`src/rtl/arc_microsequencer_pkg.sv`:
```
// rtl/arc_microsequencer_pkg.sv - shared codes, state enum and flag types for the ARC sequencer
package arc_microsequencer_pkg;

    // Register-file codes presented on the A/B/C control buses
    localparam logic [5:0] REG_R0 = 6'd1;
    localparam logic [5:0] REG_R1 = 6'd2;
    localparam logic [5:0] REG_R2 = 6'd3;
    localparam logic [5:0] REG_R3 = 6'd4;
    localparam logic [5:0] REG_RS = 6'd5;
    localparam logic [5:0] REG_PC = 6'd6;
    localparam logic [5:0] REG_IR = 6'd7;
    localparam logic [5:0] REG_T0 = 6'd8;
    localparam logic [5:0] NOLOAD = 6'd15;

    // Clear-decoder selection that clears nothing
    localparam logic [3:0] CLR_NONE = 4'd15;

    // ALU operations the sequencer itself requests; codes sit above the op3 range used by EXEC
    localparam logic [3:0] ALU_PASSA  = 4'd12;
    localparam logic [3:0] ALU_INC4   = 4'd13;
    localparam logic [3:0] ALU_BRDISP = 4'd14;

    // Branch condition field IR[28:25]
    localparam logic [3:0] COND_BA   = 4'b1000;
    localparam logic [3:0] COND_BE   = 4'b0001;
    localparam logic [3:0] COND_BCS  = 4'b0101;
    localparam logic [3:0] COND_BNEG = 4'b0110;
    localparam logic [3:0] COND_BVS  = 4'b0111;

    // Instruction format fields
    localparam logic [1:0] OP_FMT2  = 2'b00;
    localparam logic [1:0] OP_ARITH = 2'b10;
    localparam logic [2:0] OP2_BICC = 3'b010;

    typedef enum logic [2:0] {
        ST_FETCH,
        ST_PC_INC,
        ST_DECODE,
        ST_EXEC_ALU,
        ST_BRANCH,
        ST_HALT,
        ST_FAULT
    } stateT;

    // Latched condition codes, active-high
    typedef struct packed {
        logic n;
        logic z;
        logic v;
        logic c;
    } psrT;

endpackage

```
`src/rtl/arc_microsequencer_branch_eval.sv`:
```
// rtl/arc_microsequencer_branch_eval.sv - branch condition evaluator (cond x PSR -> taken)
module arc_branch_eval
    import arc_microsequencer_pkg::*;
(
    input  logic [3:0] cond,
    input  psrT        psr,
    output logic       taken
);

    // Unlisted condition codes are never taken
    always_comb begin
        taken = 1'b0;
        case (cond)
            COND_BA:   taken = 1'b1;
            COND_BE:   taken = psr.z;
            COND_BCS:  taken = psr.c;
            COND_BNEG: taken = psr.n;
            COND_BVS:  taken = psr.v;
            default:   taken = 1'b0;
        endcase
    end

endmodule

```
`src/rtl/arc_microsequencer.sv`:
```
// rtl/arc_microsequencer.sv - hardwired fetch/increment/decode/execute control unit
module arc_microsequencer
    import arc_microsequencer_pkg::*;
#(
    parameter int DATAWIDTH_BUS               = 32,
    parameter int DATAWIDTH_ALU_SELECTION     = 4,
    parameter int DATA_BUS_CONTROL            = 6,
    parameter int DATAWIDTH_DECODER_SELECTION = 4,
    parameter int MEM_TIMEOUT                 = 255
) (
    input  logic                                   uSEQ_CLOCK_50,
    input  logic                                   uSEQ_RESET_InLow,
    input  logic [DATAWIDTH_BUS-1:0]               uSEQ_Registro_IR,
    input  logic                                   uSEQ_Habilitador_PSR,
    input  logic                                   uSEQ_overflow_InLow,
    input  logic                                   uSEQ_carry_InLow,
    input  logic                                   uSEQ_negative_InLow,
    input  logic                                   uSEQ_zero_InLow,
    input  logic                                   uSEQ_mem_ack,
    output logic                                   uSEQ_mem_req,
    output logic [DATA_BUS_CONTROL-1:0]            uSEQ_BUS_CONTROL_A,
    output logic [DATA_BUS_CONTROL-1:0]            uSEQ_BUS_CONTROL_B,
    output logic [DATA_BUS_CONTROL-1:0]            uSEQ_BUS_CONTROL_C,
    output logic                                   uSEQ_BUS_SELECTOR_A,
    output logic                                   uSEQ_BUS_SELECTOR_B,
    output logic                                   uSEQ_BUS_SELECTOR_C,
    output logic [DATAWIDTH_ALU_SELECTION-1:0]     uSEQ_aluselection_OutBUS,
    output logic [DATAWIDTH_DECODER_SELECTION-1:0] uSEQ_decoderclearselection_OutBUS,
    output logic [3:0]                             uSEQ_psr_OutBUS,
    output logic                                   uSEQ_halted,
    output logic                                   uSEQ_fault
);

    // The last wait cycle is the one where the counter is about to reach MEM_TIMEOUT
    localparam logic [7:0] TIMEOUT_MAX  = 8'(MEM_TIMEOUT);
    localparam logic [7:0] TIMEOUT_LAST = 8'(MEM_TIMEOUT - 1);

    stateT      state;
    stateT      nextState;
    logic [7:0] waitCount;
    psrT        psrReg;
    logic       branchTaken;

    logic [1:0] irOp;
    logic [2:0] irOp2;

    assign irOp  = uSEQ_Registro_IR[31:30];
    assign irOp2 = uSEQ_Registro_IR[24:22];

    arc_branch_eval branchEval (
        .cond  (uSEQ_Registro_IR[28:25]),
        .psr   (psrReg),
        .taken (branchTaken)
    );

    // State register
    always_ff @(posedge uSEQ_CLOCK_50 or negedge uSEQ_RESET_InLow) begin
        if (!uSEQ_RESET_InLow) begin
            state <= ST_FETCH;
        end else begin
            state <= nextState;
        end
    end

    // Fetch wait counter: zero outside FETCH so every fetch starts fresh, saturating inside it
    always_ff @(posedge uSEQ_CLOCK_50 or negedge uSEQ_RESET_InLow) begin
        if (!uSEQ_RESET_InLow) begin
            waitCount <= 8'd0;
        end else if (state != ST_FETCH) begin
            waitCount <= 8'd0;
        end else if (!uSEQ_mem_ack && (waitCount != TIMEOUT_MAX)) begin
            waitCount <= waitCount + 8'd1;
        end
    end

    // Condition codes only move at the end of a CC-setting EXEC cycle
    always_ff @(posedge uSEQ_CLOCK_50 or negedge uSEQ_RESET_InLow) begin
        if (!uSEQ_RESET_InLow) begin
            psrReg <= '0;
        end else if ((state == ST_EXEC_ALU) && uSEQ_Habilitador_PSR) begin
            psrReg <= '{n: ~uSEQ_negative_InLow, z: ~uSEQ_zero_InLow,
                        v: ~uSEQ_overflow_InLow, c: ~uSEQ_carry_InLow};
        end
    end

    // Next-state decode; an ack on the timeout cycle still completes the fetch
    always_comb begin
        nextState = state;
        case (state)
            ST_FETCH: begin
                if (uSEQ_mem_ack) begin
                    nextState = ST_PC_INC;
                end else if (waitCount >= TIMEOUT_LAST) begin
                    nextState = ST_FAULT;
                end
            end
            ST_PC_INC: nextState = ST_DECODE;
            ST_DECODE: begin
                if (uSEQ_Registro_IR == '0) begin
                    nextState = ST_HALT;
                end else if (irOp == OP_ARITH) begin
                    nextState = ST_EXEC_ALU;
                end else if ((irOp == OP_FMT2) && (irOp2 == OP2_BICC)) begin
                    nextState = ST_BRANCH;
                end else begin
                    nextState = ST_FETCH;
                end
            end
            ST_EXEC_ALU: nextState = ST_FETCH;
            ST_BRANCH:   nextState = ST_FETCH;
            ST_HALT:     nextState = ST_HALT;
            ST_FAULT:    nextState = ST_FAULT;
            default:     nextState = ST_FETCH;
        endcase
    end

    // Moore outputs; request and IR load are held off while reset is low since state already reads FETCH
    always_comb begin
        uSEQ_mem_req             = 1'b0;
        uSEQ_BUS_CONTROL_A       = DATA_BUS_CONTROL'(REG_PC);
        uSEQ_BUS_CONTROL_B       = DATA_BUS_CONTROL'(REG_PC);
        uSEQ_BUS_CONTROL_C       = DATA_BUS_CONTROL'(NOLOAD);
        uSEQ_BUS_SELECTOR_A      = 1'b0;
        uSEQ_BUS_SELECTOR_B      = 1'b0;
        uSEQ_BUS_SELECTOR_C      = 1'b0;
        uSEQ_aluselection_OutBUS = DATAWIDTH_ALU_SELECTION'(ALU_PASSA);
        uSEQ_halted              = 1'b0;
        uSEQ_fault               = 1'b0;
        case (state)
            ST_FETCH: begin
                uSEQ_mem_req       = 1'b1;
                uSEQ_BUS_CONTROL_C = DATA_BUS_CONTROL'(REG_IR);
            end
            ST_PC_INC: begin
                uSEQ_aluselection_OutBUS = DATAWIDTH_ALU_SELECTION'(ALU_INC4);
                uSEQ_BUS_CONTROL_C       = DATA_BUS_CONTROL'(REG_PC);
            end
            ST_EXEC_ALU: begin
                uSEQ_BUS_SELECTOR_A      = 1'b1;
                uSEQ_BUS_SELECTOR_B      = 1'b1;
                uSEQ_BUS_SELECTOR_C      = 1'b1;
                uSEQ_aluselection_OutBUS = DATAWIDTH_ALU_SELECTION'(uSEQ_Registro_IR[22:19]);
            end
            ST_BRANCH: begin
                if (branchTaken) begin
                    uSEQ_aluselection_OutBUS = DATAWIDTH_ALU_SELECTION'(ALU_BRDISP);
                    uSEQ_BUS_CONTROL_C       = DATA_BUS_CONTROL'(REG_PC);
                end
            end
            ST_HALT:  uSEQ_halted = 1'b1;
            ST_FAULT: uSEQ_fault  = 1'b1;
            default: ;
        endcase
        if (!uSEQ_RESET_InLow) begin
            uSEQ_mem_req       = 1'b0;
            uSEQ_BUS_CONTROL_C = DATA_BUS_CONTROL'(NOLOAD);
        end
    end

    assign uSEQ_decoderclearselection_OutBUS = DATAWIDTH_DECODER_SELECTION'(CLR_NONE);
    assign uSEQ_psr_OutBUS                   = psrReg;

endmodule
```
`config.mk`:
```
export PLATFORM = sky130hd
export DESIGN_NAME = arc_microsequencer
export DESIGN_NICKNAME = d
export VERILOG_FILES = /design/src/rtl/arc_microsequencer_pkg.sv /design/src/rtl/arc_microsequencer_branch_eval.sv /design/src/rtl/arc_microsequencer.sv
export SDC_FILE = /design/constraint.sdc
export NUM_CORES = 1
export LEC_CHECK = 0
export BUFFER_PORTS_ARGS = -buffer_cell sky130_fd_sc_hd__buf_4
export CORE_MARGIN = 2
export CORE_UTILIZATION = 47
export CTS_CLUSTER_DIAMETER = 60
export CTS_CLUSTER_SIZE = 10
export DETAILED_ROUTE_END_ITERATION = 7
export HOLD_SLACK_MARGIN = 0.02
export PLACE_DENSITY = 0.95
export SYNTH_ARGS = -nofsm -noshare
export SYNTH_HDL_FRONTEND = slang
export SYNTH_HIERARCHICAL = 1
export SYNTH_SLANG_ARGS = --single-unit
```
`constraint.sdc`:
```
create_clock -name uSEQ_CLOCK_50 -period 3.5 [get_ports uSEQ_CLOCK_50]
set_clock_uncertainty 0.1 [all_clocks]
set_input_delay 0.35 -clock uSEQ_CLOCK_50 [delete_from_list [all_inputs] [get_ports uSEQ_CLOCK_50]]
set_output_delay 0.35 -clock uSEQ_CLOCK_50 [all_outputs]
set_load 0.1 [all_outputs]
```
==> impl_metrics.csv, run 1 <==
group,metric,value,unit
critical_path,crit_chain,"a21oi_1, or4b_1, a22oi_1, nand2_1, o21ai_0, nand3_1, buf_4",
finish,fill_cells,225,
logic_synthesis,synthCells,154,
clock_tree,clock_sinks,15,
timing,maxSlewViolCount,0,
finish,insertedDiodeCount,0,
timing,period_minus_slack,2.46,ns
global_routing,grt_overflow,0,
logic_synthesis,ys_seq_area_share,29.7,%
critical_path,r2r_cells,5,
clock_tree,clk-insertion-delay-late,0.29,ns
critical_path,path_buf_inv,1,
floorplan,coreArea,2520,um2
place,dp_hpwl,2430,um
logic_synthesis,syn_area_per_cell,8.21,um2
drt,dr.pass1.iters,4,
power,power.density,772,nW/um2
timing,worst_pin_slew,0.482,ns
floorplan,chipHeight,55.9,um
floorplan,ios,76,
place,io_buffers,55,
min_path,hold_path_startpoint,"uSEQ_zero_InLow",
finish,final_nets,254,
timing,relSlewSlack,67.4,%
flow_run,cap_violations,0,
clock_tree,cts_buffers,3,
global_routing,grt.total_usage,19.1,%
drt,vias_per_cell,5.35,
floorplan,initial_utilization,50.1,%
global_routing,antenna_found_initial,0,
place,dpl-instance-area,1600,um2
drt,postRouteWirelength,2990,um
global_routing,grt_max_degree,19,
timing,setup_viol,0,
min_path,hp-class,"in -> reg",
global_routing,grt_pass1_vias,1203,
timing,rsz0062_at_grt,"no",
critical_path,worstPathRequired,3.05,ns
finish,design_area,1640,um2
timing,fin_tns_setup,0,ns
power,combPwrFrac,69.9,%
critical_path,worst-r2r-setup-slack,1.59,ns
clock_tree,cts.htree.levels,1,
power,power_frac_clock,8.1,%
critical_path,crit_type,"reg -> out",
logic_synthesis,synth_warnings,6,
clock_tree,clkSlewWorstSetupHoldPaths,0.10,ns
logic_synthesis,synth_area,1260,um2
logic_synthesis,synth.distinct_cells,38,
timing,fin_crit_sh,70.4,%
floorplan,die_w,55.9,um
timing,fmax,406,MHz
floorplan,die_area,3120,um2
min_path,hold_path_depth,2,
timing,hold_viol_final,0,
critical_path,r2r_end,"state[2]",
finish,final_util,64.9,%
critical_path,r2r_start,"state[0]",
logic_synthesis,synth_top_cell_area_share,29.7,%
logic_synthesis,yosys-top-cells-area,"dfrtp_1, buf_4, ha_1, nor2_1, nor4_1",
global_routing,grt_pass1_wl,4950,um
critical_path,crit_path_top_delay_cell,"or4b_1",
power,p_int,0.470,mW
drt,drcViolationCount,0,
clock_tree,cts-root-to-sink-buffers,2,
run_status,status,"complete, no violations",
clock_tree,cts_root_buf,"clkbuf_4",
floorplan,placementRows,18,
critical_path,cp_top_family,"simple AND/OR/NAND/NOR gates",
power,p_sw_share,62.8,%
drt,ant_nets,0,
critical_path,cp-end-kind,"primary output",
finish,drive_gt1_share,29.5,%
drt,drt_iter0_drc,17,
critical_path,cp-start-kind,"register",
place,finalWeightedCongestion,0.785,
logic_synthesis,yosys.area.top_type,"dfrtp_1",
power,irDropWorstVdd,0.525,mV
power,p_sw,0.795,mW
critical_path,cpPeakStageDelay,0.46,ns
clock_tree,cts_tree,"yes",
drt,wl_per_cell,12.6,um
finish,syn_to_final_growth,29.6,%
power,leakagePower,0.796,nW
power,seq_power_share,22.0,%
logic_synthesis,ys_ff_latch,15,
critical_path,crit_fanout,3,
drt,vias,1268,
min_path,min_to,"uSEQ_psr_OutBUS[2]",
critical_path,crit_arrival,2.01,ns
-- synthesized netlist by cell type --
master,instances
inv_1,9
nor4b_1,1
a21oi_1,6
nand2b_1,3
ha_1,6
o211a_1,1
and2_1,3
or4b_1,1
and3_1,2
clkbuf_1,2
or3_1,3
nor3b_1,2
a31oi_1,1
nand4_1,2
a31o_1,1
buf_4,22
a211oi_1,2
o21ai_0,8
o31a_1,1
a31o_2,1
dfrtp_1,15
nor2b_1,2
a22o_1,1
a221oi_1,1
a2111oi_4,1
a311oi_1,1
o311ai_0,1
buf_6,1
nor4_1,8
conb_1,2
nor2_1,15
nand2_1,13
xnor2_1,5
o31ai_1,2
a22oi_1,1
nor4bb_1,1
nand3_1,6
o2111ai_1,1
-- power groups by stage --
stage               Clock [mW]  Sequential, mW  Combinational, mW
floorplan                    0           0.399              0.599
global placement             0           0.275              0.872
detailed placement           0           0.280              0.884
CTS                      0.106           0.276              0.887
global route             0.109           0.284              0.940
finish                   0.103           0.278              0.884
-- routing by layer --
metal  vias up  track usage [%]  share of wire (%)
met5         -                0                  0
li1        613                -                  -
met1       589             20.4                 40
met2        59             34.2                 49
met3         7             5.81                8.5
met4         0             8.84                1.9
-- flip-flops by register name, indices dropped and copies added (netlist names) --
register / cells
uSEQ_psr_OutBUS: 4
state: 3
waitCount: 8
-- cells in the final DEF (no fill, tap or decap), types with 8 or more instances in the layout --
| cell | count |
|---|---|
| buf_4 | 55 |
| conb_1 | 20 |
| nor2_1 | 15 |
| dfrtp_1 | 15 |
| nand2_1 | 13 |
| inv_1 | 9 |
| o21ai_0 | 8 |
| nor4_1 | 8 |
-- logic make-up (layout without fill, tap and decap cells) --
family                   Yosys count  in the layout  share of synthesized area, %
AND/OR/NAND/NOR                   62             62                          25.5
adder cells (fa/ha/maj)            6              6                          5.94
XOR/XNOR                           5              5                          3.47
flip-flops                        15             15                          29.7
other                              2             20                         0.594
AO/OA/AOI/OAI                     30             30                          17.5
buffers and inverters             34             69                          17.2
-- worst register-to-register path, cell delays in order (launching register included) --
cell,delay [ns]
dfrtp_1,0.43
inv_1,0.10
ha_1,0.19
nor3b_1,0.33
nor4b_1,0.47
o211a_1,0.23
-- cell type report --
type                    count  area, um2  share of cell area, %
repair buffers             56        423                   25.8
flip-flops and latches     15        375                   22.9
well taps                  30       37.5                   2.29
inverters                   9       33.8                   2.06
clock inverters             1       7.51                  0.458
multi-input cells         123        738                   45.1
clock buffers               3       22.5                   1.38
-- stage by stage --
stage               setup WS (ns)  hold WS, ns  total power [mW]  cells
finish                       1.04        0.138              1.27    237
global route                0.901        0.143              1.33    237
CTS                          1.04        0.132              1.27    237
detailed placement           1.29        0.126              1.16    232
global placement             1.30        0.121              1.15    232
floorplan                   0.211      -0.0456             0.998    172
-- repair_timing --
action                    4_1_cts  5_1_grt
hold endpoints to repair       15        0
gates resized for setup         0        0
hold buffers                    1        0
buffers inserted                0        0
-- how the worst max path moves through the flow --
stage	end	slack [ns]	cells past startpoint	from
floorplan	uSEQ_aluselection_OutBUS[1]	0.21	5	uSEQ_psr_OutBUS[3]
global placement	uSEQ_BUS_CONTROL_C[0]	1.30	7	uSEQ_Registro_IR[28]
detailed placement	uSEQ_BUS_CONTROL_C[0]	1.29	7	uSEQ_Registro_IR[28]
CTS	uSEQ_BUS_CONTROL_C[0]	1.04	7	uSEQ_psr_OutBUS[3]
global route	uSEQ_BUS_CONTROL_C[0]	0.90	7	uSEQ_psr_OutBUS[0]
finish	uSEQ_BUS_CONTROL_C[0]	1.04	7	uSEQ_psr_OutBUS[3]
Note: power is estimated with default switching activity, not from simulation.
==> run 2: changes to the inputs <==
ABC_AREA = 1   (was default)
CORE_UTILIZATION = 45   (was 47)
PLACE_DENSITY = 0.9   (was 0.95)
clock period = 2.3 ns   (was 3.5 ns; I/O delays follow)
==> impl_metrics.csv, run 2 <==
group,metric,value,unit
run_status,status,"complete, no violations",
timing,rsz0062_at_grt,"no",
critical_path,cp-end-kind,"primary output",
min_path,hp-class,"in -> reg",
logic_synthesis,synth_area,1400,um2
drt,dr.pass1.iters,4,
clock_tree,cts.htree.levels,1,
clock_tree,cts_tree,"yes",
floorplan,coreArea,3000,um2
global_routing,grt_overflow,0,
floorplan,die_w,59.7,um
drt,postRouteWirelength,3310,um
finish,syn_to_final_growth,30.3,%
logic_synthesis,synth_top_cell_area_share,26.9,%
clock_tree,clkSlewWorstSetupHoldPaths,0.09,ns
logic_synthesis,yosys.area.top_type,"dfrtp_1",
timing,fin_tns_setup,0,ns
finish,insertedDiodeCount,0,
flow_run,cap_violations,0,
timing,period_minus_slack,2.21,ns
floorplan,initial_utilization,46.5,%
floorplan,die_area,3570,um2
logic_synthesis,synthCells,212,
clock_tree,cts_root_buf,"clkbuf_4",
global_routing,grt_pass1_vias,1176,
finish,final_cell_mix,"buf_4, nand2_1, nor2_1",
finish,top_register,"waitCount",
timing,maxSlewViolCount,0,
drt,vias_per_cell,4.61,
floorplan,chipHeight,59.7,um
timing,hold_viol_final,0,
timing,fin_crit_sh,96.1,%
finish,final_nets,316,
drt,vias,1392,
place,post-place-cells,296,
critical_path,crit_arrival,1.88,ns
finish,final_common_cell,"buf_4",
logic_synthesis,synthMostInstantiatedCell,"nand2_1",
power,leakagePower,0.992,nW
global_routing,antenna_found_initial,0,
place,dpl-instance-area,1780,um2
logic_synthesis,ys.flop_type,"dfrtp_1",
timing,fmax,453,MHz
clock_tree,cts_buffers,3,
clock_tree,cts-hold-fix-buffers,1,
critical_path,worst-r2r-setup-slack,0.54,ns
global_routing,gr-usage-met1,19.9,%
logic_synthesis,ys_ff_latch,15,
logic_synthesis,ys_seq_area_share,26.9,%
critical_path,cp-start-kind,"register",
logic_synthesis,synth_warnings,6,
finish,final_util,60.7,%
logic_synthesis,async_flop_share,100,%
critical_path,crit_type,"reg -> out",
timing,setup_viol,0,
drt,drcViolationCount,0,
clock_tree,cts_resized,0,
finish,fill_cells,285,
floorplan,ios,76,
global_routing,grt_pass1_wl,4860,um
clock_tree,cts-root-to-sink-buffers,2,
place,finalWeightedCongestion,0.954,
clock_tree,clock_sinks,15,
drt,ant_nets,0,
place,io_buffers,55,
logic_synthesis,syn_area_per_cell,6.59,um2
critical_path,crit_fanout,8,
logic_synthesis,yosys-top-cells-area,"dfrtp_1, nand2_1, buf_4, nor2_1, inv_1",
finish,final_cells,302,
logic_synthesis,synth.distinct_cells,30,
power,power.density,1080,nW/um2
finish,design_area,1820,um2
finish,largest_reg_flops,8,
global_routing,grtUsageMet3,3.68,%
global_routing,busiest_layer,"met2",
drt,drt_iter0_drc,45,
global_routing,grt_max_degree,19,
finish,drive_gt1_share,31.6,%
critical_path,worstPathRequired,1.97,ns
place,dp_hpwl,2710,um
global_routing,grtUsageMet2,34.2,%
logic_synthesis,yosys-top-cells-count,"nand2_1, nor2_1, inv_1",
logic_synthesis,synth_edf_count,0,
global_routing,grt.total_usage,18.0,%
floorplan,placementRows,20,
drt,wl_per_cell,10.9,um
power,irDropWorstVdd,0.581,mV
clock_tree,clk-insertion-delay-late,0.29,ns
clock_tree,post_cts_buffers,0,
## run 2: critical path, stage by stage (launching register included)
cell and delay (ns):
dfrtp_1 0.43, inv_1 0.11, ha_1 0.21, inv_2 0.06
nor2_4 0.22, inv_2 0.11, nand4_1 0.14, buf_4 0.30
## run 2: cell families after synthesis
logic type	after synthesis	synth area share, %
XOR/XNOR	3	1.88
other	2	0.537
AO/OA/AOI/OAI	17	7.34
buffers and inverters	53	20.6
AND/OR/NAND/NOR	116	37.4
flip-flops	15	26.9
adder cells (fa/ha/maj)	6	5.37
## run 2: routing by layer
layer	wire length, um	part of all wire (%)	vias up
met3	267	8.1	4
met4	21	0.64	0
met5	0	0	-
met1	1330	40	610
li1	-	-	728
met2	1690	51	50
## run 2: layout make-up
type	instances	area, um2	share of cell area, %
well taps	33	41.3	2.27
inverters	31	126	6.94
flip-flops and latches	15	380	20.9
multi-input cells	162	815	44.7
repair buffers	57	433	23.8
clock buffers	4	26.3	1.44
## run 2: final timing paths
check,startpoint,cells after the start,to
worst min-delay path,uSEQ_negative_InLow,2,uSEQ_psr_OutBUS[3]
worst max-delay path,state[0],7,uSEQ_BUS_CONTROL_C[0]
min in group asynchronous,uSEQ_RESET_InLow,2,waitCount[0]
max in group asynchronous,uSEQ_RESET_InLow,2,uSEQ_psr_OutBUS[1]
worst min register to register,uSEQ_psr_OutBUS[3],2,uSEQ_psr_OutBUS[3]
worst max register to register,state[0],11,state[1]
## run 2: per-stage QoR
stage | hold WS (ns) | worst slack [ns] | total power, mW
floorplan | -0.166 | -0.0816 | 1.56
global placement | 0.00316 | 0.489 | 1.79
detailed placement | 0.00778 | 0.411 | 1.82
CTS | 0.0220 | 0.0794 | 1.98
global route | 0.0430 | 0.00581 | 2.08
finish | 0.0404 | 0.0907 | 1.96
## run 2: power breakdown
group / internal [mW] / switching (mW) / total [mW]
clock network: 0.0674 / 0.0829 / 0.150
registers: 0.342 / 0.0794 / 0.421
logic: 0.308 / 1.08 / 1.39
total: 0.717 / 1.25 / 1.96
==> run 3: changes to the inputs <==
--- a/constraint.sdc
+++ b/constraint.sdc
@@ -4,2 +4,2 @@
 set_output_delay 0.23 -clock uSEQ_CLOCK_50 [all_outputs]
-set_load 0.1 [all_outputs]
+set_load 0.05 [all_outputs]
==> impl_metrics.csv, run 3 (same netlist as run 2, synthesis figures left out) <==
group,metric,value,unit
finish,top_register,"waitCount",
timing,fmax,482,MHz
global_routing,grt_max_degree,19,
critical_path,r2r_start,"state[0]",
global_routing,grt_pass1_vias,1263,
finish,fill_cells,288,
drt,drt_iter0_drc,63,
min_path,hold_path_startpoint,"uSEQ_negative_InLow",
drt,wl_per_cell,10.8,um
place,pre_cts_ws,0.548,ns
timing,rsz0062_at_grt,"no",
critical_path,r2r_end,"state[1]",
finish,syn_to_final_growth,28.8,%
global_routing,grt_overflow,0,
power,irDropWorstVdd,0.443,mV
finish,seq_area,375,um2
drt,vias,1423,
critical_path,worstPathRequired,1.97,ns
clock_tree,cts-root-to-sink-buffers,2,
finish,final_common_cell,"buf_4",
clock_tree,cts_tree,"yes",
clock_tree,cts_buffers,3,
finish,largest_reg_flops,8,
floorplan,die_w,59.7,um
global_routing,grt_pass1_wl,5040,um
critical_path,r2r_cells,11,
global_routing,antenna_found_initial,0,
floorplan,placementRows,20,
timing,hold_viol_final,0,
drt,ant_nets,0,
min_path,hp-class,"in -> reg",
place,dpl-instance-area,1750,um2
clock_tree,cts_root_buf,"clkbuf_4",
drt,vias_per_cell,4.71,
critical_path,cp-start-kind,"register",
clock_tree,clock_sinks,15,
place,dp_hpwl,2710,um
timing,fin_crit_sh,90.2,%
finish,design_area,1800,um2
critical_path,crit_fanout,8,
floorplan,initial_utilization,46.5,%
place,finalWeightedCongestion,0.872,
timing,fin_hold_ws,0.0233,ns
timing,setup_viol,0,
finish,multi_input_area,802,um2
place,post-place-cells,296,
critical_path,crit_arrival,1.74,ns
finish,final_nets,316,
global_routing,grt.total_usage,18.6,%
clock_tree,cts.htree.levels,1,
drt,dr.pass1.iters,4,
timing,fin_tns_setup,0,ns
floorplan,chipHeight,59.7,um
critical_path,worst-r2r-setup-slack,0.53,ns
critical_path,crit_type,"reg -> out",
min_path,min_to,"uSEQ_psr_OutBUS[3]",
clock_tree,clk-insertion-delay-late,0.29,ns
finish,final_cell_mix,"buf_4, nand2_1, nor2_1",
timing,post-route-worst-setup-slack,0.226,ns
floorplan,die_area,3570,um2
drt,postRouteWirelength,3250,um
clock_tree,post_cts_buffers,0,
finish,drive_gt1_share,28.3,%
floorplan,ios,76,
flow_run,cap_violations,0,
timing,period_minus_slack,2.07,ns
place,io_buffers,55,
finish,insertedDiodeCount,0,
timing,maxSlewViolCount,0,
floorplan,coreArea,3000,um2
finish,final_cells,302,
run_status,status,"complete, no violations",
min_path,hold_path_depth,2,
power,power.density,877,nW/um2
critical_path,cp-end-kind,"primary output",
power,leakagePower,1.01,nW
drt,drcViolationCount,0,
clock_tree,clkSlewWorstSetupHoldPaths,0.09,ns
-- run 3: changes by cell type in the layout (fill, tap and decap cells not counted), sizes merged --
cell | previous run | this run
clkinvlp | 1 | 0
inv | 28 | 29
-- run 3: where the power goes --
group / switching (mW) / internal (mW)
clock: 0.0841 / 0.0674
sequential: 0.0768 / 0.335
combinational: 0.710 / 0.305
-- run 3: through the flow --
step                      utilization (%)  power (mW)
final                                60.0        1.58
after global routing                 60.0        1.69
after CTS                            60.0        1.59
after detailed placement             58.4        1.43
after global placement               58.4        1.40
after floorplan                         -        1.17
-- run 3: routing by layer --
metal / part of all wire, % / up-vias / global-route usage (%)
met1: 38 / 614 / 20.5
met2: 48 / 69 / 32.8
met4: 3.0 / 0 / 8.89
met5: 0 / - / 0
li1: - / 730 / -
met3: 10 / 10 / 5.19
-- run 3: worst max-delay path by stage --
stage | start | to | slack [ns] | cells past startpoint
floorplan | state[0] | uSEQ_mem_req | 0.34 | 6
global placement | state[0] | uSEQ_BUS_CONTROL_C[0] | 0.61 | 7
detailed placement | state[0] | state[1] | 0.55 | 11
CTS | state[0] | uSEQ_BUS_CONTROL_C[0] | 0.22 | 7
global route | state[1] | uSEQ_BUS_CONTROL_C[0] | 0.14 | 7
finish | state[0] | uSEQ_BUS_CONTROL_C[0] | 0.23 | 7
-- run 3: final cells by class --
cell class	instances	share of cell area, %
clock buffer	4	1.46
timing repair buffer	57	24.0
sequential	15	20.8
multi-input combinational	162	44.5
tap	33	2.29
inverter	31	6.81
-- run 3: worst max-delay path, cell delays in order, from the launching register on --
cell and delay, ns:
dfrtp_1 0.43, inv_1 0.11, ha_1 0.21, inv_2 0.07
nor2_4 0.22, inv_2 0.10, nand4_1 0.12, buf_4 0.21
-- run 3: timing repair --
item | in CTS | in global routing
hold endpoints to repair | 16 | 0
hold buffers | 2 | 0
gates resized for setup | 0 | 0
